<file path="src/rtl/md_pkg.sv">
// Shared op codes, op-class decode and FSM state encoding for the hi/lo md issue logic.
package md_pkg;

    localparam logic [3:0] MD_NONE  = 4'd0;
    localparam logic [3:0] MD_MTLO  = 4'd1;
    localparam logic [3:0] MD_MTHI  = 4'd2;
    localparam logic [3:0] MD_DIVU  = 4'd3;
    localparam logic [3:0] MD_DIV   = 4'd4;
    localparam logic [3:0] MD_MULTU = 4'd5;
    localparam logic [3:0] MD_MULT  = 4'd6;
    localparam logic [3:0] MD_MFLO  = 4'd7;
    localparam logic [3:0] MD_MFHI  = 4'd8;
    localparam logic [3:0] MD_MADD  = 4'd9;

    typedef enum logic [1:0] {
        IDLE = 2'd0,
        REQ  = 2'd1,
        BUSY = 2'd2
    } md_state_e;

    // Codes 10..15 fall through every class and so behave as no-op.
    function automatic logic is_long(input logic [3:0] op);
        return op inside {MD_DIVU, MD_DIV, MD_MULTU, MD_MULT, MD_MADD};
    endfunction

    function automatic logic is_set(input logic [3:0] op);
        return op inside {MD_MTLO, MD_MTHI};
    endfunction

    function automatic logic is_read(input logic [3:0] op);
        return op inside {MD_MFLO, MD_MFHI};
    endfunction

endpackage

</file>
<file path="src/rtl/md_tmo_timer.sv">
// Saturating 8-bit wait timer; hit is high while the count equals TMO_CYC.
module md_tmo_timer #(
    parameter int TMO_CYC = 16
) (
    input  logic clk,
    input  logic reset,
    input  logic clr,
    input  logic en,
    output logic hit
);

    logic [7:0] cnt_q, cnt_d;

    always_comb begin
        cnt_d = cnt_q;
        if (clr) begin
            cnt_d = '0;
        end else if (en && cnt_q != 8'hff) begin
            cnt_d = cnt_q + 8'd1;
        end
    end

    always_ff @(posedge clk or posedge reset) begin
        if (reset) begin
            cnt_q <= '0;
        end else begin
            cnt_q <= cnt_d;
        end
    end

    assign hit = (cnt_q == 8'(TMO_CYC));

endmodule

</file>
<file path="src/rtl/md_issue_ctrl.sv">
// Issues decoded hi/lo md ops to the md engine, tracks them to completion and stalls D on hazards.
// Optional stall-cycle perf counter is built when MD_PERF_CNT_EN is defined.
module md_issue_ctrl #(
    parameter int OPW     = 4,
    parameter int TMO_CYC = 16,
    parameter int CNTW    = 32
) (
    input  logic            clk,
    input  logic            reset,
    input  logic            valid_d,
    input  logic [OPW-1:0]  op_d,
    input  logic            flush,
    output logic            md_req,
    output logic [OPW-1:0]  md_op,
    input  logic            md_ack,
    input  logic            md_done,
    output logic            rd_en,
    output logic            rd_hi,
    output logic            md_stall,
    output logic            md_err,
    output logic [CNTW-1:0] stall_cnt,
    output logic [1:0]      dbg_state
);
    import md_pkg::*;

    md_state_e      state_q, state_d;
    logic [OPW-1:0] md_op_q, md_op_d;
    logic           md_err_q, md_err_d;
    logic           tmo_hit;
    logic           op_ok;
    logic [3:0]     op_lo;

    // Any op bits above the 4-bit code space turn the op into a no-op.
    assign op_ok = ((op_d >> 4) == '0);
    assign op_lo = op_d[3:0];

    // Handshake: md_req is a valid that stays high with md_op stable until the cycle
    // md_ack is seen; that cycle is the transfer. Only flush may withdraw an unacked req.
    always_comb begin
        state_d = state_q;
        md_op_d = md_op_q;
        unique case (state_q)
            IDLE: begin
                if (valid_d && op_ok && (is_long(op_lo) || is_set(op_lo))) begin
                    state_d = REQ;
                    md_op_d = op_d;
                end
            end
            REQ: begin
                if (md_ack) begin
                    state_d = is_set(md_op_q[3:0]) ? IDLE : BUSY;
                end else if (flush) begin
                    state_d = IDLE;
                end
            end
            BUSY: begin
                if (md_done) begin
                    state_d = IDLE;
                end
            end
            default: state_d = IDLE;
        endcase
    end

    md_tmo_timer #(
        .TMO_CYC(TMO_CYC)
    ) u_tmo (
        .clk  (clk),
        .reset(reset),
        .clr  (state_d != state_q),
        .en   (state_q != IDLE),
        .hit  (tmo_hit)
    );

    assign md_err_d = md_err_q | tmo_hit;

    always_ff @(posedge clk or posedge reset) begin
        if (reset) begin
            state_q  <= IDLE;
            md_op_q  <= '0;
            md_err_q <= 1'b0;
        end else begin
            state_q  <= state_d;
            md_op_q  <= md_op_d;
            md_err_q <= md_err_d;
        end
    end

    assign md_req    = (state_q == REQ);
    assign md_op     = md_op_q;
    assign md_err    = md_err_q | tmo_hit;
    assign dbg_state = state_q;
    assign md_stall  = valid_d && op_ok && (is_long(op_lo) || is_set(op_lo) || is_read(op_lo))
                       && (state_q != IDLE);
    assign rd_en     = valid_d && op_ok && is_read(op_lo) && (state_q == IDLE);
    assign rd_hi     = op_ok && (op_lo == MD_MFHI);

`ifdef MD_PERF_CNT_EN
    logic [CNTW-1:0] stall_cnt_q, stall_cnt_d;

    always_comb begin
        stall_cnt_d = stall_cnt_q + CNTW'(md_stall);
    end

    always_ff @(posedge clk or posedge reset) begin
        if (reset) begin
            stall_cnt_q <= '0;
        end else begin
            stall_cnt_q <= stall_cnt_d;
        end
    end

    assign stall_cnt = stall_cnt_q;
`else
    assign stall_cnt = '0;
`endif

endmodule

</file>
<file path="config.mk">
export PLATFORM = sky130hd
export DESIGN_NAME = md_issue_ctrl
export DESIGN_NICKNAME = d
export VERILOG_FILES = /design/src/rtl/md_pkg.sv /design/src/rtl/md_tmo_timer.sv /design/src/rtl/md_issue_ctrl.sv
export SDC_FILE = /design/constraint.sdc
export NUM_CORES = 1
export LEC_CHECK = 0
export BUFFER_PORTS_ARGS = -buffer_cell sky130_fd_sc_hd__buf_2
export CORE_MARGIN = 1
export CORE_UTILIZATION = 30
export DETAILED_ROUTE_END_ITERATION = 8
export SLEW_MARGIN = 5
export SYNTH_ARGS = -nofsm -noshare
export SYNTH_HDL_FRONTEND = slang
export SYNTH_HIERARCHICAL = 1
export SYNTH_SLANG_ARGS = --single-unit
</file>
<file path="constraint.sdc">
create_clock -name clk -period 3 [get_ports clk]
set_input_delay 0.6 -clock clk [delete_from_list [all_inputs] [get_ports clk]]
set_output_delay 0.6 -clock clk [all_outputs]
set_load 0.01 [all_outputs]
</file>
==> flow_summary.json <==
{
  "syn_avg_cell_area_um2": 9.47,
  "vdd.ir_drop.worst_v": 0.000152,
  "place_congestion": 0.747,
  "num_io_pins": 53,
  "htreeDepth": 1,
  "die_x_um": 64.8,
  "rr_worst_depth": 4,
  "vias": 831,
  "yosysWarnings": 6,
  "drt_first_pass_iters": 4,
  "grt_pass1_wl_um": 3420,
  "hpwl_um": 1650,
  "slowest_delay_ps": 410,
  "drive_above_1_share_pct": 27.2,
  "ys_ff_latch": 15,
  "maxClockFrequency_ghz": 0.465,
  "timing.critical_path.cells": "inv_1 > ha_1 > nand3_1 > nor4_1 > or2_2 > buf_2",
  "critPathKind": "register to primary output",
  "grt_max_degree": 13,
  "antennaDiodeCount": 0,
  "r2r-start": "u_tmo/cnt_q[0]",
  "ant_nets": 0,
  "gr-total-overflow": 0,
  "crit_buf_inv": 2,
  "postCtsSetupBuffers": 0,
  "worst_clock_skew_ps": 6.62,
  "cts_num_sinks": 15,
  "finalSetupViolCount": 0,
  "core_mm2": 0.00372,
  "row_count": 22,
  "final_common_cell": "conb_1",
  "drv_slew": 0,
  "cts_root_buf": "clkbuf_8",
  "utilization_pct": 33.9,
  "period_minus_slack_ps": 2150,
  "mostFrequentLayoutCells": "conb_1, buf_2, dfrtp_1",
  "dieArea_mm2": 0.00420,
  "crit_family": "simple AND/OR/NAND/NOR gates",
  "crit_arrival_ps": 1550,
  "finalWirelength_um": 2060,
  "grt_pass1_vias": 782,
  "power_density_mw_per_mm2": 564,
  "rsz0062_at_grt": "no",
  "first_iter_violations": 16,
  "finalCritPeriodShare_pct": 71.6,
  "drv_cap": 0,
  "cts_tree": "built",
  "synth_area_mm2": 0.00118,
  "dp_cells": 191,
  "cp_max_fo": 5,
  "r2r-end": "u_tmo/cnt_q[0]",
  "area_growth_pct": 6.55,
  "hold_viol": 0,
  "cp.required_ps": 2400,
  "nFillCells": 398,
  "drc": 0,
  "cts_resized": 0,
  "clkTransAtPathRegs_ps": 70,
  "cts_buffers": 3,
  "synthCells": 125,
  "yosysSeqAreaShare_pct": 31.7,
  "ctsHoldBuffers": 0,
  "avgViaCountPerCell": 4.26,
  "portBuffers": 20,
  "p_leak_uw": 0.000621,
  "status": "finished clean",
  "antenna_found_initial": 0,
  "cts_buffer_depth": 2,
  "ys_types": 41,
  "initial_utilization_pct": 31.9,
  "worst_slack_ps": 851,
  "clk_latency_ps": 250,
  "nets": 160,
  "start_kind": "register",
  "r2r_slack_ps": 1360,
  "endpoint_kind": "primary output",
  "stdcell_count": 195,
  "cpMaxStageDelayCell": "dfrtp_1",
  "grt_usage_pct": 10.6,
  "hp-class": "input port to asynchronous set/reset pin",
  "fp.dieH_um": 64.8,
  "tns_ps": 0,
  "wire_per_inst_um": 10.5,
  "place_ws_ps": 883
}
## kinds of logic (layout without fill, tap and decap cells)
family / count (synthesis) / after routing / share of synthesized area, %
flops: 15 / 15 / 31.7
simple gates: 39 / 39 / 21.2
xor+xnor: 1 / 1 / 0.740
buf+inv: 43 / 34 / 24.4
fa+ha+maj: 2 / 2 / 2.11
mux: 8 / 8 / 8.77
compound gates: 16 / 16 / 10.7
other cells: 1 / 32 / 0.317
## synthesized netlist by cell type, drive strengths merged
master	instances	area (µm²)
a211oi	4	30.0
a21boi	1	11.3
a21oi	4	23.8
a41o	2	21.3
and2	1	6.26
and3	1	11.3
and4	2	17.5
buf	33	251
clkbuf	1	3.75
conb	1	3.75
dfrtp	15	375
ha	2	25.0
inv	9	33.8
mux2	7	93.8
mux2i	1	10.0
nand2	1	3.75
nand2b	2	12.5
nand3	5	25.0
nand4	4	40.0
nor2	10	40.0
nor2b	3	18.8
nor3	4	20.0
nor3b	2	26.3
nor4	1	6.26
o211ai	1	7.51
o21a	1	7.51
o21ai	1	8.76
o21bai	1	7.51
o31a	1	8.76
or2	1	6.26
or3	2	17.5
xnor2	1	8.76
## state kept, by name (all words and copies together) (netlist names)
| register | cells |
|---|---|
| md_op | 4 |
| dbg_state | 2 |
| u_tmo/cnt_q | 8 |
| md_err_q | 1 |
## metal layers
| metal | vias up | global-route usage, % | part of all wire [%] |
|---|---|---|---|
| met5 | - | 0 | 0 |
| met2 | 33 | 17.3 | 47 |
| li1 | 412 | - | - |
| met1 | 384 | 13.3 | 47 |
| met3 | 2 | 1.58 | 5.2 |
| met4 | 0 | 5.83 | 1.1 |
## final cells by class
| type | instances | area, µm² | area share (%) |
|---|---|---|---|
| multi-input cells | 98 | 636 | 50.4 |
| flip-flops and latches | 15 | 375 | 29.8 |
| repair buffers | 21 | 108 | 8.53 |
| well taps | 48 | 60.1 | 4.76 |
| clock buffers | 3 | 41.3 | 3.27 |
| inverters | 9 | 33.8 | 2.68 |
| clock inverters | 1 | 7.51 | 0.595 |
## how the worst max path moves through the flow
stage / cells past startpoint / slack, ps / to / from
after floorplan: 6 / 1010 / u_tmo/cnt_q[3] / op_d[2]
after global placement: 5 / 890 / md_stall / op_d[2]
after detailed placement: 5 / 880 / md_stall / op_d[2]
after CTS: 6 / 830 / md_err / u_tmo/cnt_q[0]
after global routing: 6 / 740 / md_err / u_tmo/cnt_q[0]
final: 6 / 850 / md_err / u_tmo/cnt_q[0]
## stage by stage
stage               cell area, µm²  power (µW)  hold slack, ps
finish                        1260         712             287
global route                  1260         767             330
CTS                           1260         725             305
detailed placement            1210         550             435
global placement              1210         541             435
floorplan                     1300         493             403
## report_power, final
group | internal [µW] | switching (µW)
Combinational | 120 | 137
Clock | 93.3 | 76.3
Sequential | 243 | 42.2
Total | 456 | 256
Note: power is estimated with default switching activity, not from simulation.
